### src/rtl/instr_encoder.sv
// Streaming RISC-V instruction assembler: scatters an immediate into the format's
// bit positions, range-checks it and emits words with a sequential word address.
package types_pkg;
  typedef enum logic [2:0] {
    FMT_I  = 3'd0,
    FMT_S  = 3'd1,
    FMT_UI = 3'd2,
    FMT_B  = 3'd3,
    FMT_J  = 3'd4
  } instr_format;
endpackage

module instr_encoder
  import types_pkg::*;
#(
  parameter int ADDR_WIDTH = 10,
  parameter int BASE_ADDR  = 0
) (
  input  logic                  clk,
  input  logic                  rst_n,
  input  logic                  flush,
  input  logic                  in_valid,
  output logic                  in_ready,
  input  instr_format           fmt,
  input  logic [31:0]           base,
  input  logic [31:0]           imm,
  output logic                  out_valid,
  input  logic                  out_ready,
  output logic [31:0]           out_instr,
  output logic [ADDR_WIDTH-1:0] out_addr,
  output logic                  out_err,
  output logic [15:0]           err_count
);

  localparam logic [ADDR_WIDTH-1:0] BaseAddr = ADDR_WIDTH'(BASE_ADDR);

  logic                  outValid;
  logic [31:0]           outInstrReg;
  logic                  outErrReg;
  logic [ADDR_WIDTH-1:0] outAddrReg;
  logic                  skidFull;
  logic [31:0]           skidInstr;
  logic                  skidErr;
  logic [ADDR_WIDTH-1:0] addrCnt;
  logic [ADDR_WIDTH-1:0] nextAddr;
  logic [15:0]           errCnt;
  logic [31:0]           encInstr;
  logic                  encErr;
  logic signed [31:0]    immS;
  logic                  inFire;
  logic                  outFire;

  assign immS     = imm;
  assign in_ready = !skidFull && !flush;
  assign inFire   = in_valid && in_ready;
  assign outFire  = outValid && out_ready;

  // A word loaded while the current one leaves takes the address after it.
  assign nextAddr = outFire ? addrCnt + 1'b1 : addrCnt;

  always_comb begin
    encInstr = {imm[11:0], base[19:0]};
    encErr   = (immS < -32'sd2048) || (immS > 32'sd2047);
    case (fmt)
      FMT_S: begin
        encInstr = {imm[11:5], base[24:12], imm[4:0], base[6:0]};
        encErr   = (immS < -32'sd2048) || (immS > 32'sd2047);
      end
      FMT_UI: begin
        encInstr = {imm[31:12], base[11:0]};
        encErr   = (imm[11:0] != 12'd0);
      end
      FMT_B: begin
        encInstr = {imm[12], imm[10:5], base[24:12], imm[4:1], imm[11], base[6:0]};
        encErr   = (immS < -32'sd4096) || (immS > 32'sd4094) || imm[0];
      end
      FMT_J: begin
        encInstr = {imm[20], imm[10:1], imm[11], imm[19:12], base[11:0]};
        encErr   = (immS < -32'sd1048576) || (immS > 32'sd1048574) || imm[0];
      end
      default: begin
        encInstr = {imm[11:0], base[19:0]};
        encErr   = (immS < -32'sd2048) || (immS > 32'sd2047);
      end
    endcase
  end

  // Output register refills from the skid entry first, then from the input.
  always_ff @(posedge clk or negedge rst_n) begin
    if (!rst_n) begin
      outValid    <= 1'b0;
      outInstrReg <= 32'd0;
      outErrReg   <= 1'b0;
      outAddrReg  <= BaseAddr;
      skidFull    <= 1'b0;
      skidInstr   <= 32'd0;
      skidErr     <= 1'b0;
      addrCnt     <= BaseAddr;
      errCnt      <= 16'd0;
    end else if (flush) begin
      outValid   <= 1'b0;
      skidFull   <= 1'b0;
      addrCnt    <= BaseAddr;
      outAddrReg <= BaseAddr;
    end else begin
      if (outFire) addrCnt <= addrCnt + 1'b1;
      if (!outValid || outFire) begin
        if (skidFull) begin
          outValid    <= 1'b1;
          outInstrReg <= skidInstr;
          outErrReg   <= skidErr;
          outAddrReg  <= nextAddr;
          skidFull    <= 1'b0;
        end else if (inFire) begin
          outValid    <= 1'b1;
          outInstrReg <= encInstr;
          outErrReg   <= encErr;
          outAddrReg  <= nextAddr;
        end else begin
          outValid <= 1'b0;
        end
      end else if (inFire) begin
        skidFull  <= 1'b1;
        skidInstr <= encInstr;
        skidErr   <= encErr;
      end
      if (inFire && encErr && (errCnt != 16'hFFFF)) errCnt <= errCnt + 16'd1;
    end
  end

  assign out_valid = outValid;
  assign out_instr = outInstrReg;
  assign out_err   = outErrReg;
  assign out_addr  = outAddrReg;
  assign err_count = errCnt;

endmodule

### config.mk
export PLATFORM = sky130hd
export DESIGN_NAME = instr_encoder
export DESIGN_NICKNAME = d
export VERILOG_FILES = /design/src/rtl/instr_encoder.sv
export SDC_FILE = /design/constraint.sdc
export NUM_CORES = 1
export LEC_CHECK = 0
export ABC_AREA = 0
export BUFFER_PORTS_ARGS = -buffer_cell sky130_fd_sc_hd__buf_2
export CELL_PAD_IN_SITES_DETAIL_PLACEMENT = 1
export CELL_PAD_IN_SITES_GLOBAL_PLACEMENT = 1
export CORE_MARGIN = 5
export CORE_UTILIZATION = 43
export DETAILED_ROUTE_END_ITERATION = 16
export PLACE_DENSITY = 0.84
export SYNTH_ARGS = -nofsm -noshare
export SYNTH_HDL_FRONTEND = slang
export SYNTH_SLANG_ARGS = --single-unit
### constraint.sdc
create_clock -name clk -period 2.8 [get_ports clk]
set_input_delay 0.14 -clock clk [delete_from_list [all_inputs] [get_ports clk]]
set_output_delay 0.14 -clock clk [all_outputs]
set_load 0.005 [all_outputs]
; Word level (Yosys, flattened, before mapping)
; Cells that the tools add are included.
[totals]
reg_bits = 104
out_inout_bits = 61
wordCells = 66
inputBits = 72
[classes]
addsub = 2
reduce_logical = 23
n_mux = 19
bitwise = 2
magnitude_cmp = 6
eq_ne = 5
[ops]
columns = cell, n
row1 = $pmux 32 s4, 1
row2 = $mux 32, 2
row3 = $mux 10, 6
row4 = $gt 32x12->1 const B, 1
row5 = $gt 32x13->1 const B, 1
row6 = $gt 32x21->1 const B, 1
row7 = $lt 32x12->1 const B, 1
row8 = $lt 32x13->1 const B, 1
row9 = $lt 32x21->1 const B, 1
row10 = $add 16x1->16 const B, 1
row11 = $ne 16x16->1 const B, 1
row12 = $reduce_bool 12->1, 1
row13 = $add 10x1->10 const B, 1
row14 = $mux 1, 9
row15 = $eq 3x2->1 const B, 2
row16 = $logic_or 1x1->1, 6
row17 = $reduce_and 3->1, 2
row18 = $reduce_bool 3->1, 2
row19 = $logic_and 1x1->1, 5
row20 = $reduce_and 2->1, 2
row21 = $reduce_bool 2->1, 2
row22 = $eq 3x1->1 const B, 1
row23 = $eq 3x3->1 const B, 1
row24 = $logic_not 1->1, 3
row25 = other kinds (2), 3

; Depth between registers and ports, before layout
[depth]
word_depth = 7
mapped_depth = 10
depth_no_buf = 7

; Worst setup path after synthesis
; No wires, ideal clock.
[synth_timing]
path_type = input to register
from = in imm[11]
to = reg errCnt[14], in the netlist err_count[14]
setup_time_ns = 0.080
t_arrival_ns = 1.803
setup_slack_ns = 0.917
path_stages = 9
required_ns = 2.720
path_cell_list = buf_6 > or4_1 > o31ai_1 > nand2_1 > a311oi_2 > a21oi_2 > buf_6 > nand4_1 > xnor2_1
[synth_between]
elab_chain_len = 7
[synth_rtl]
columns = element, line
row1 = start: declaration, 26  ; input logic [31:0] imm,
row2 = "$lt 32x21->1, or another cell as far along", 79  ; encErr = (immS < -32'sd1048576) || (immS > 32'sd1048574) || imm[0];
row3 = "$logic_or 1x1->1, on equally long branches (2 in series)", "79, 75"
row4 = $pmux 1 s3 (*), 64  ; case (fmt)
row5 = $logic_and 1x1->1 (*) (2 in series), 127  ; if (inFire && encErr && (errCnt != 16'hFFFF)) errCnt <= errCnt + 16'd1;
row6 = $reduce_and 2->1 (no line) (*), --
row7 = end signal: assignment, 127
row8 = end: declaration, 46  ; logic [15:0] errCnt;
; Mark *: on every way between the ends. The rest lies on a longest branch, timed or not.
; A chain may end at the register's enable or synchronous reset.

; Worst setup path after layout
[layout_timing]
from = reg errCnt[0], in the netlist err_count[0]
to = reg errCnt[1], in the netlist err_count[1]
[layout_between]
elab_chain_len = 3
[layout_rtl]
columns = element
row1 = "parallel branches: the longest is 3 deep, another holds $add 16x1->16"
; Several ways; the timed one is not identified.

==> summary.json <==
{
  "result_of_the_run": {"value": "finished clean"},
  "postSynth.topFlopCell": {"value": "sky130_fd_sc_hd__dfrtp_1"},
  "final_critical_path_setup_slack": {"value": 0.675, "unit": "ns"},
  "num-nets-final": {"value": 697},
  "htree_num_levels": {"value": 3},
  "detail_route.iter0.violations": {"value": 168},
  "yosys_warnings": {"value": 0},
  "tritoncts": {"value": "done"},
  "firstDrtPassIters": {"value": 4},
  "p_sw_share": {"value": 29.1, "unit": "%"},
  "static-leakage-power": {"value": 2.88, "unit": "nW"},
  "core-area": {"value": 0.0114, "unit": "mm^2"},
  "dieArea": {"value": 0.0138, "unit": "mm^2"},
  "seq_power_share": {"value": 50.6, "unit": "%"},
  "fmax": {"value": 471, "unit": "MHz"},
  "grt_overflow": {"value": 0},
  "switching_power": {"value": 1.09, "unit": "mW"},
  "grt_pass1_wl": {"value": 21600, "unit": "um"},
  "grt_use_total": {"value": 18.8, "unit": "%"},
  "boundaryPins": {"value": 133},
  "floorplan.initialDensity": {"value": 43.6, "unit": "%"},
  "io_buffers": {"value": 125},
  "cts_root_buf": {"value": "sky130_fd_sc_hd__clkbuf_16"},
  "post_syn_area": {"value": 0.00495, "unit": "mm^2"},
  "dp_hpwl": {"value": 9700, "unit": "um"},
  "number_of_antenna_violations_at_the_first_check_in_global_routing": {"value": 0},
  "layout_commonest_cell": {"value": "sky130_fd_sc_hd__buf_2"},
  "dieWidth": {"value": 117, "unit": "um"},
  "grt-busiest-layer": {"value": "met2"},
  "die_h": {"value": 117, "unit": "um"},
  "synth.top_cell.area_share": {"value": 52.6, "unit": "%"},
  "hold_viol": {"value": 0},
  "most-common-layout-cells": {"value": "sky130_fd_sc_hd__buf_2, sky130_fd_sc_hd__dfrtp_1, sky130_fd_sc_hd__nand2_1"},
  "layout_worst_path_cycle_share": {"value": 75.9, "unit": "%"},
  "worstPathArrival": {"value": 2.35, "unit": "ns"},
  "skew_final": {"value": 0.00827, "unit": "ns"},
  "postCtsResizedCells": {"value": 0},
  "footprint_of_the_multi_input_gates": {"value": 0.00221, "unit": "mm^2"},
  "global_route.usage.met3": {"value": 4.43, "unit": "%"},
  "final.fill_count": {"value": 1348},
  "whs_path_depth": {"value": 2},
  "antenna-diode-count": {"value": 0},
  "hold_path.class": {"value": "in -> reg"},
  "synthTopCellsByArea": {"value": "sky130_fd_sc_hd__dfrtp_1, sky130_fd_sc_hd__mux2i_1, sky130_fd_sc_hd__o21ai_0, sky130_fd_sc_hd__nand2_1, sky130_fd_sc_hd__nor2_1"},
  "internal_power_component": {"value": 2.65, "unit": "mW"},
  "power.share.clock": {"value": 32.0, "unit": "%"},
  "numPlacedInstances": {"value": 754},
  "setup_viol_count_final": {"value": 0},
  "gp_congestion": {"value": 0.950},
  "synth_enable_flop_cells": {"value": 0},
  "synthesis.instances": {"value": 510},
  "timing.hold.worst.start": {"value": "base[3]"},
  "synth_fp_nets": {"value": 584},
  "detail_route.wl_per_cell": {"value": 16.7, "unit": "um"},
  "critical_path.reg2reg.endpoint": {"value": "err_count[1]"},
  "grt_start_max_net_pins": {"value": 67},
  "drv_slew": {"value": 0},
  "clock_sinks": {"value": 104},
  "synth_seq_cells": {"value": 104},
  "r2r-start": {"value": "err_count[0]"},
  "count_of_distinct_cell_types_in_the_synthesized_netlist": {"value": 39},
  "dr_total_vias": {"value": 4060},
  "avgViaCountPerCell": {"value": 5.27},
  "ff2ff_setup_slack": {"value": 0.67, "unit": "ns"},
  "unrepaired_setup_endpoints_after_global_routing": {"value": "false"},
  "syn_area_per_cell": {"value": 9.71, "unit": "um^2"},
  "worstSetupPathType": {"value": "reg -> reg"},
  "antenna_violating_nets_remaining": {"value": 0},
  "fin_cells": {"value": 771},
  "clk_slew_on_worst_s_h_paths": {"value": 0.07, "unit": "ns"},
  "drt_wl_total": {"value": 12900, "unit": "um"},
  "post_route_cells_drive_above_1_share": {"value": 27.1, "unit": "%"},
  "placedInstanceArea": {"value": 0.00570, "unit": "mm^2"},
  "worst-r2r-cell-count": {"value": 6},
  "hold_path_end": {"value": "skidInstr[3]"},
  "register_area": {"value": 0.00260, "unit": "mm^2"},
  "gr-usage-met1": {"value": 25.3, "unit": "%"},
  "powerDensity": {"value": 625, "unit": "mW/mm^2"},
  "clk_latency": {"value": 0.34, "unit": "ns"},
  "critical_path_peak_fanout": {"value": 16},
  "worst_slew_pin_slew": {"value": 1.02, "unit": "ns"},
  "dp_worst_setup_slack": {"value": 0.476, "unit": "ns"},
  "fin_setup_tns": {"value": 0, "unit": "ns"},
  "cp.required": {"value": 3.03, "unit": "ns"},
  "number_of_buffers_on_the_longest_clock_path": {"value": 2},
  "ir_worst_vdd": {"value": 0.389, "unit": "mV"},
  "worst_setup_path_end_kind": {"value": "flop"},
  "use_met2": {"value": 30.7, "unit": "%"},
  "finish.instance_area": {"value": 0.00599, "unit": "mm^2"},
  "max-cap-violations": {"value": 0},
  "finalWorstPathRequiredPeriod": {"value": 2.13, "unit": "ns"},
  "synthDominantAreaCellType": {"value": "sky130_fd_sc_hd__dfrtp_1"},
  "area_growth": {"value": 21.0, "unit": "%"},
  "grt_pass1_vias": {"value": 4306},
  "power.combinational.fraction": {"value": 17.4, "unit": "%"},
  "worst_slew_margin_rel": {"value": 31.9, "unit": "%"},
  "synth-async-reset-ratio": {"value": 100, "unit": "%"},
  "drc": {"value": 0},
  "std_cell_rows": {"value": 39},
  "numCtsBuffers": {"value": 9},
  "synth_seq_area_share": {"value": 52.6, "unit": "%"},
  "worstSetupStartpointType": {"value": "flop"}
}
[flip-flops by register name, indices dropped and copies added, names as in the netlist, 10 cells and up]
| name | flops |
|---|---|
| addrCnt | 10 |
| err_count | 16 |
| out_addr | 10 |
| out_instr | 32 |
| skidInstr | 32 |
[cell type report]
| class | count | area share, % |
|---|---|---|
| clock buffers | 10 | 3.82 |
| repair buffers | 133 | 11.7 |
| multi-input cells | 372 | 36.9 |
| flip-flops and latches | 104 | 43.5 |
| well taps | 143 | 2.99 |
| clock inverters | 6 | 0.877 |
| inverters | 3 | 0.188 |
[synthesized netlist by cell type, types with 2 or more instances]
cell type,instances
sky130_fd_sc_hd__and2_1,3
sky130_fd_sc_hd__or4_1,2
sky130_fd_sc_hd__nand4_1,17
sky130_fd_sc_hd__a21oi_1,31
sky130_fd_sc_hd__nand2b_1,5
sky130_fd_sc_hd__mux2_2,14
sky130_fd_sc_hd__and3_1,9
sky130_fd_sc_hd__xnor2_1,16
sky130_fd_sc_hd__clkbuf_1,25
sky130_fd_sc_hd__dfrtp_1,104
sky130_fd_sc_hd__inv_1,3
sky130_fd_sc_hd__buf_1,3
sky130_fd_sc_hd__nand2_1,78
sky130_fd_sc_hd__ha_1,2
sky130_fd_sc_hd__nor2b_1,5
sky130_fd_sc_hd__nor2_1,44
sky130_fd_sc_hd__or3_1,2
sky130_fd_sc_hd__nand3_1,9
sky130_fd_sc_hd__nor3b_1,2
sky130_fd_sc_hd__nor4_1,5
sky130_fd_sc_hd__nor3_1,6
sky130_fd_sc_hd__o21ai_0,60
sky130_fd_sc_hd__mux2i_1,32
sky130_fd_sc_hd__buf_6,2
sky130_fd_sc_hd__a22oi_1,3
sky130_fd_sc_hd__xor2_1,8
sky130_fd_sc_hd__o31ai_1,7
sky130_fd_sc_hd__a21oi_2,2
[per-layer routing]
| layer | share of wire, % | wire (um) |
|---|---|---|
| met1 | 45 | 5860 |
| met2 | 48 | 6140 |
| met3 | 5.4 | 699 |
| met4 | 1.4 | 180 |
| met5 | 0 | 0 |
[per-stage QoR]
stage / power [mW] / utilization (%) / hold WS [ns]
6_report: 3.74 / 52.7 / 0.0517
2_1_floorplan: 2.24 / - / -0.156
3_5_place_dp: 2.59 / 50.1 / 0.243
4_1_cts: 3.80 / 52.7 / 0.0401
5_1_grt: 3.97 / 52.7 / 0.0477
3_3_place_gp: 2.53 / 50.1 / 0.232
[worst max-delay path: stages, from the launching register on]
cell and delay (ns):
sky130_fd_sc_hd__dfrtp_1 0.42, sky130_fd_sc_hd__ha_1 0.24, sky130_fd_sc_hd__nand3_1 0.12, sky130_fd_sc_hd__nor3_1 0.09, sky130_fd_sc_hd__a31o_2 0.24, sky130_fd_sc_hd__a21oi_2 0.51, sky130_fd_sc_hd__mux2_2 0.40
[worst max-delay path by stage]
stage                    end  slack (ns)          from  cells after the start
6_report        err_count[1]        0.67  err_count[0]                      6
5_1_grt        err_count[13]        0.52  err_count[0]                      7
4_1_cts         err_count[1]        0.64  err_count[0]                      6
3_5_place_dp    err_count[1]        0.48        imm[0]                      7
3_3_place_gp    err_count[1]        0.48        imm[0]                      7
2_1_floorplan  err_count[14]        0.92       imm[11]                      9
[cells by family after synthesis]
family	after synthesis	share of synthesized area, %
AND/OR/NAND/NOR	190	17.8
XOR/XNOR	24	4.24
AO/OA/AOI/OAI	110	12.4
flip-flops	104	52.6
buffers and inverters	34	2.91
adder cells (fa/ha/maj)	2	0.505
multiplexers	46	9.65
[power by group through the flow]
stage | logic [mW] | registers (mW) | clock network, mW
4_1_cts | 0.669 | 1.90 | 1.23
2_1_floorplan | 0.332 | 1.90 | 0
5_1_grt | 0.747 | 1.93 | 1.30
3_3_place_gp | 0.627 | 1.91 | 0
3_5_place_dp | 0.666 | 1.92 | 0
6_report | 0.651 | 1.89 | 1.20
[timing repair]
| item | in CTS | in global routing |
|---|---|---|
| buffers inserted | 0 | 0 |
| hold endpoints to repair | 53 | 0 |
| hold buffers | 1 | 0 |
No activity file was read; power rests on OpenSTA's default activity.
